**src/rtl/game_pkg.sv**
```systemverilog
`default_nettype none
// ============================================================================
// Module : game_pkg
// Brief  : Shared types and default pacing constants for game_pacer.
// Rev    : 1.0
// ============================================================================
package game_pkg;

  typedef enum logic [1:0] {
    PACE_RUN       = 2'd0,
    PACE_HALT_FAIL = 2'd1,
    PACE_HALT_WIN  = 2'd2
  } pace_state_t;

  typedef logic [3:0] bcd_digit_t;

  localparam int         c_PERIOD_START     = 6_250_000;
  localparam int         c_PERIOD_STEP      = 500_000;
  localparam int         c_PERIOD_MIN       = 1_250_000;
  localparam int         c_APPLES_PER_LEVEL = 4;
  localparam logic [3:0] c_LEVEL_MAX        = 4'd15;
  localparam bcd_digit_t c_BCD_NINE         = 4'd9;

endpackage : game_pkg
`default_nettype wire

```
**src/rtl/game_pacer_bcd_counter.sv**
```systemverilog
`default_nettype none
// ============================================================================
// Module : bcd_counter
// Brief  : Two-digit BCD up-counter, saturating at 99, with synchronous clear.
// Rev    : 1.0
// ============================================================================
module bcd_counter
  import game_pkg::*;
(
  input  logic       clk,
  input  logic       rst,
  input  logic       i_clr,
  input  logic       i_inc,
  output logic [7:0] o_value
);

  bcd_digit_t r_tens;
  bcd_digit_t r_ones;
  logic       w_at_max;

  assign w_at_max = (r_tens == c_BCD_NINE) && (r_ones == c_BCD_NINE);

  always_ff @(posedge clk or posedge rst) begin
    if (rst) begin
      r_tens <= '0;
      r_ones <= '0;
    end else if (i_clr) begin
      r_tens <= '0;
      r_ones <= '0;
    end else if (i_inc && !w_at_max) begin
      if (r_ones == c_BCD_NINE) begin
        r_ones <= '0;
        r_tens <= r_tens + 4'd1;
      end else begin
        r_ones <= r_ones + 4'd1;
      end
    end
  end

  assign o_value = {r_tens, r_ones};

endmodule : bcd_counter
`default_nettype wire

```
**src/rtl/game_pacer.sv**
```systemverilog
`default_nettype none
// ============================================================================
// Module : game_pacer
// Brief  : Phase-toggle pacer with BCD score, level tracking and speed-up.
// Rev    : 1.0
// ============================================================================
module game_pacer
  import game_pkg::*;
#(
  parameter int PW               = 24,
  parameter int PERIOD_START     = c_PERIOD_START,
  parameter int PERIOD_STEP      = c_PERIOD_STEP,
  parameter int PERIOD_MIN       = c_PERIOD_MIN,
  parameter int APPLES_PER_LEVEL = c_APPLES_PER_LEVEL
) (
  input  logic       clk,
  input  logic       rst,
  input  logic       i_restart,
  input  logic       i_eat,
  input  logic       i_failure,
  input  logic       i_success,
  output logic       o_phase,
  output logic [7:0] o_score,
  output logic [3:0] o_level,
  output logic       o_level_up,
  output logic       o_running
);

  localparam logic [PW-1:0] c_START = PW'(PERIOD_START);
  localparam logic [PW-1:0] c_STEP  = PW'(PERIOD_STEP);
  localparam logic [PW-1:0] c_MIN   = PW'(PERIOD_MIN);
  localparam logic [PW-1:0] c_ONE   = PW'(1);
  localparam logic [3:0]    c_APL   = 4'(APPLES_PER_LEVEL);

  pace_state_t   r_state;
  pace_state_t   w_state_next;
  logic          r_phase;
  logic [PW-1:0] r_cnt;
  logic [PW-1:0] r_period;
  logic [3:0]    r_level;
  logic [3:0]    r_apple_cnt;
  logic          r_level_up;
  logic          r_eat_q;

  logic          w_eat_pulse;
  logic [3:0]    w_apple_inc;
  logic          w_apple_wrap;
  logic          w_do_level;
  logic [PW:0]   w_period_dec;
  logic [PW-1:0] w_period_next;

  always_comb begin
    w_state_next = r_state;
    case (r_state)
      PACE_RUN: begin
        if (i_failure)      w_state_next = PACE_HALT_FAIL;
        else if (i_success) w_state_next = PACE_HALT_WIN;
      end
      default: w_state_next = r_state;
    endcase
  end

  assign w_eat_pulse  = i_eat & ~r_eat_q;
  assign w_apple_inc  = r_apple_cnt + 4'd1;
  assign w_apple_wrap = (w_apple_inc == c_APL);
  assign w_do_level   = w_eat_pulse & w_apple_wrap & (r_level != c_LEVEL_MAX);

  // Extra bit catches underflow when the step exceeds the current period.
  assign w_period_dec  = {1'b0, r_period} - {1'b0, c_STEP};
  assign w_period_next = (w_period_dec[PW] || (w_period_dec < {1'b0, c_MIN}))
                         ? c_MIN : w_period_dec[PW-1:0];

  always_ff @(posedge clk or posedge rst) begin
    if (rst) begin
      r_state     <= PACE_RUN;
      r_phase     <= 1'b0;
      r_cnt       <= c_START - c_ONE;
      r_period    <= c_START;
      r_level     <= '0;
      r_apple_cnt <= '0;
      r_level_up  <= 1'b0;
      r_eat_q     <= 1'b0;
    end else if (i_restart) begin
      r_state     <= PACE_RUN;
      r_phase     <= 1'b0;
      r_cnt       <= c_START - c_ONE;
      r_period    <= c_START;
      r_level     <= '0;
      r_apple_cnt <= '0;
      r_level_up  <= 1'b0;
      r_eat_q     <= 1'b0;
    end else begin
      r_state    <= w_state_next;
      r_eat_q    <= i_eat;
      r_level_up <= w_do_level;

      if (r_state == PACE_RUN) begin
        if (r_cnt == '0) begin
          r_phase <= ~r_phase;
          r_cnt   <= r_period - c_ONE;
        end else begin
          r_cnt <= r_cnt - c_ONE;
        end
      end

      if (w_eat_pulse) begin
        r_apple_cnt <= w_apple_wrap ? 4'd0 : w_apple_inc;
      end

      if (w_do_level) begin
        r_level  <= r_level + 4'd1;
        r_period <= w_period_next;
      end
    end
  end

  bcd_counter u_score (
    .clk     (clk),
    .rst     (rst),
    .i_clr   (i_restart),
    .i_inc   (w_eat_pulse),
    .o_value (o_score)
  );

  assign o_phase    = r_phase;
  assign o_level    = r_level;
  assign o_level_up = r_level_up;
  assign o_running  = (r_state == PACE_RUN);

endmodule : game_pacer
`default_nettype wire
```
**config.mk**
```make
export PLATFORM = sky130hd
export DESIGN_NAME = game_pacer
export DESIGN_NICKNAME = d
export VERILOG_FILES = /design/src/rtl/game_pkg.sv /design/src/rtl/game_pacer_bcd_counter.sv /design/src/rtl/game_pacer.sv
export SDC_FILE = /design/constraint.sdc
export NUM_CORES = 1
export LEC_CHECK = 0
export CAP_MARGIN = 20
export CORE_MARGIN = 5
export CORE_UTILIZATION = 35
export DETAILED_ROUTE_END_ITERATION = 8
export GPL_TIMING_DRIVEN = 1
export PLACE_DENSITY = 0.52
export SYNTH_ARGS = -nofsm -noshare
export SYNTH_HDL_FRONTEND = slang
export SYNTH_SLANG_ARGS = --single-unit
export TNS_END_PERCENT = 20
```
**constraint.sdc**
```tcl
create_clock -name clk -period 8.85 [get_ports clk]
set_clock_uncertainty 0.2 [all_clocks]
set_input_delay 1.77 -clock clk [delete_from_list [all_inputs] [get_ports clk]]
set_output_delay 1.77 -clock clk [all_outputs]
set_load 0.01 [all_outputs]
```
==> impl_summary.log <==
INFO  metric run_status = completed
INFO  metric port-buffer-count = 20
INFO  metric clock_insertion_delay_worst_skew = about 340 ps
INFO  metric global_route.usage.total = roughly 16%
INFO  metric floorplan.core_area = roughly 13000 um2
INFO  metric grt_start_max_net_pins = 66
INFO  metric synth_cell_types = a little under 80
INFO  metric power_per_cell_area = 152.6 nW/um2
INFO  metric cp_data_required_time = a little under 9000 ps
INFO  metric synth_top_family_by_area = compound AO/OA/AOI/OAI gates
INFO  metric placedInstanceArea = around 4700 um2
INFO  metric postLayoutSetupSlackWorst = around 4900 ps
INFO  metric detail_route.wl_per_cell = ~17 um
INFO  metric synth.ff_latch_count = 65
INFO  metric syn_avg_cell_area = roughly 8.3 um2
INFO  metric synth_simple_gate_area_share = about 25%
INFO  metric drtAntennaViolNets = 0
INFO  metric antenna_found_initial = 0
INFO  metric max_rail_drop_vdd = 0.00006169 V
INFO  metric die_h = 122.5 um
INFO  metric fill_cells = ~1.3k
INFO  metric synth_ff_type = dfrtp_1
INFO  metric rsz0062_at_grt = false
INFO  metric cellLeakagePower = ~1.9 nW
INFO  metric hold_fails_final_rpt = 0
INFO  metric cts_tree = done
INFO  metric syn-num-nets = around 550
INFO  metric io_pins = 21
INFO  metric layout.nets = 543
INFO  metric place_congestion = roughly 0.81
INFO  metric finalInstanceArea = roughly 5000 um2
INFO  metric cts_sinks = 65
INFO  metric final_layout_size_suffix_gt1_share = between 10 and 15%
INFO  metric hp-class = flip-flop to flip-flop
INFO  metric place_inst = ~700
INFO  metric route.vias.total = approximately 4k
INFO  metric critical_path_arrival = around 4000 ps
INFO  metric floorplan.die.width = between 100 and 150 um
INFO  metric fmaxAchievable = 253.7 MHz
INFO  metric floorplan.die_area = ~15000 um2
INFO  metric cap_viol_max_count = 0
INFO  metric synthMuxAreaShare = about 1.2%
INFO  metric grt_pass1_vias = around 3.9k
INFO  metric antenna-diode-count = 0
INFO  metric std_cell_rows = slightly above 40
INFO  metric cts_htree_levels = 3
INFO  metric max_slew.worst_pin.slew = between 1000 and 1500 ps
INFO  metric final.setup.tns = 0 ps
INFO  metric clk_root_buffer_cell = clkbuf_16
INFO  metric grt.overflow.total = 0
INFO  metric post-place-ws = 4594 ps
INFO  metric postSynth.asyncResetShare = 100.0%
INFO  metric synth_adder_area_share = 3.107%
INFO  metric drv_slew = 0
INFO  metric timing.critical_path.from_type = input pin
INFO  metric syn_to_final_growth = 13.28%
INFO  metric setup_viol_count_final = 0
INFO  metric postCtsSetupBuffers = 0
INFO  metric postCtsResizedCells = 0
INFO  metric route.final.wire_length = around 12000 um
INFO  metric tritoncts.num_buffers = 9
INFO  metric layoutNonFillerInstCount = approximately 700
INFO  metric synth_enable_flop_cells = 0
INFO  metric detail_route.drc_violations = 0
INFO  metric violation_count_after_the_first_detailed_routing_iteration = 296
INFO  metric cts.path.max_buffers = 2
INFO  metric critical_path_peak_fanout = 25
INFO  metric clock_pin_slew_on_the_worst_setup_and_hold_paths = 60 ps
INFO  metric dp_hpwl = 7619 um
INFO  metric post_synthesis_sequential_area_ratio = 37.49%
INFO  metric initial_cell_density_of_the_core = a little over a third
INFO  metric cells_after_synth = ~530
INFO  metric period_minus_slack = around 3900 ps
INFO  metric critical_path_class = input pin to flip-flop
INFO  metric worst_slew_margin_rel = 31.00%
INFO  metric synth.yosys.warnings = 0
INFO  metric setup.worst_path.end_class = flip-flop
INFO  metric post_synth_xor_area_fraction = around 2.8%
INFO  metric detail_route.first_pass.iterations = 4
INFO  metric vias_per_cell = about 5.7
INFO  metric grt_pass1_wl = 19620 um
INFO  metric holdBufCountCts = 0
INFO  metric netlist_area_before_placement = between 4000 and 5000 um2
INFO  metric timing.final.crit_share = 44.55%
INFO  metric synth-compound-area-share = around 25%
-- worst max-delay path, cell delays in order --
cell	delay [ps]
clkdlybuf4s50_1	430
nand2b_1	200
a311o_1	840
nor2_1	210
nor4bb_1	210
o21a_1	200
o21ai_0	140
-- state kept, by name (all words and copies together), names as in the netlist --
| name | flops |
|---|---|
| r_apple_cnt | 4 |
| r_eat_q | 1 |
| r_period | 20 |
| u_score.r_tens | 4 |
| o_level | 4 |
| r_state | 2 |
| o_phase | 1 |
| o_level_up | 1 |
| u_score.r_ones | 4 |
| r_cnt | 24 |
-- layout make-up --
cell class | count | area (um2) | share of cell area [%]
well taps | 172 | 215.2 | 4.289
repair buffers | 25 | 232.7 | 4.638
clock inverters | 7 | 78.83 | 1.571
inverters | 17 | 63.81 | 1.272
clock buffers | 9 | 225.2 | 4.489
flip-flops and latches | 65 | 1660 | 33.09
multi-input cells | 408 | 2541 | 50.65
-- final timing paths --
path | depth (start not counted) | slack [ps] | to | startpoint
max in group asynchronous | 3 | 6080 | r_period[21] | rst
min in group asynchronous | 3 | 1810 | r_cnt[4] | rst
hold / removal | 2 | 310 | r_state[1] | r_state[1]
setup reg to reg | 9 | 5220 | r_cnt[19] | r_cnt[13]
hold reg to reg | 2 | 310 | r_state[1] | r_state[1]
setup / recovery | 7 | 4910 | r_period[17] | i_eat
-- logic make-up after synthesis --
kind of cell / Yosys count
AND/OR/NAND/NOR: 212
AO/OA/AOI/OAI: 166
flip-flops: 65
buffers and inverters: 58
XOR/XNOR: 14
adder cells (fa/ha/maj): 11
multiplexers: 5
-- synthesized netlist by cell type (3+ instances only) --
cell	n	share of area [%]
nor2_1	61	5.2
nand2_1	49	4.2
a21oi_1	38	4.3
dfrtp_1	38	21
o21ai_0	34	3.8
clkbuf_1	33	2.8
dfstp_2	27	16
nor3_1	19	2.1
inv_1	16	1.4
nand3_1	13	1.5
ha_1	11	3.1
or3_1	10	1.4
a21o_1	9	1.5
xor2_1	8	1.6
a22oi_1	7	1.2
a31oi_1	7	0.99
nand2b_1	7	0.99
nor4_1	7	0.99
o22ai_1	7	0.99
a211oi_1	6	1.0
and3_1	6	0.85
nand4_1	6	0.85
xnor2_1	6	1.2
a32oi_1	5	0.99
o31ai_1	5	0.85
or2_2	5	0.71
or4_1	5	0.85
a221o_1	4	0.90
buf_2	4	0.45
o211ai_1	4	0.68
o21a_1	4	0.68
a2111oi_0	3	0.59
a221oi_1	3	0.59
a311oi_1	3	0.59
mux2_2	3	0.76
nand3b_1	3	0.51
-- metrics by stage --
| step | total power [mW] | hold slack, ps | utilization (%) |
|---|---|---|---|
| after global routing | 0.7990 | 343.8 | 40.08 |
| after global placement | 0.4045 | 298.0 | 37.65 |
| after floorplan | 0.3777 | 276.6 | - |
| final | 0.7659 | 313.1 | 40.08 |
| after CTS | 0.7765 | 320.6 | 40.08 |
| after detailed placement | 0.4058 | 305.3 | 37.65 |
-- power breakdown --
| part | leakage (nW) | switching, mW | internal [mW] |
|---|---|---|---|
| registers | 0.806 | 0.0159 | 0.311 |
| logic | 0.932 | 0.0415 | 0.0326 |
| clock network | 0.138 | 0.145 | 0.220 |
-- routing by layer --
layer | track usage [%] | vias up | part of all wire [%]
met1 | 21.86 | 1967 | 48
met2 | 26.73 | 67 | 48
met3 | 2.396 | 14 | 2.3
met5 | 0 | - | 0
met4 | 6.018 | 0 | 1.5
li1 | - | 1951 | -
-- cell usage in the layout, fill, tap and decap left out, types with 4 or more instances in the layout --
master           Yosys  final
a211oi_1             6      6
a21o_1               9      9
a21oi_1             38     38
a221o_1              4      4
a22oi_1              7      7
a31oi_1              7      7
a32oi_1              5      5
and3_1               6      6
buf_4                1      5
clkbuf_16            0      9
clkdlybuf4s50_1      0     19
dfrtp_1             38     38
dfstp_2             27     27
ha_1                11     11
inv_1               16     15
nand2_1             49     49
nand2b_1             7      7
nand3_1             13     13
nand4_1              6      6
nor2_1              61     61
nor3_1              19     19
nor4_1               7      7
o211ai_1             4      4
o21a_1               4      4
o21ai_0             34     34
o22ai_1              7      7
o31ai_1              5      5
or2_2                5      5
or3_1               10     10
or4_1                5      5
xnor2_1              6      6
xor2_1               8      8
Note: power is estimated with default switching activity, not from simulation.
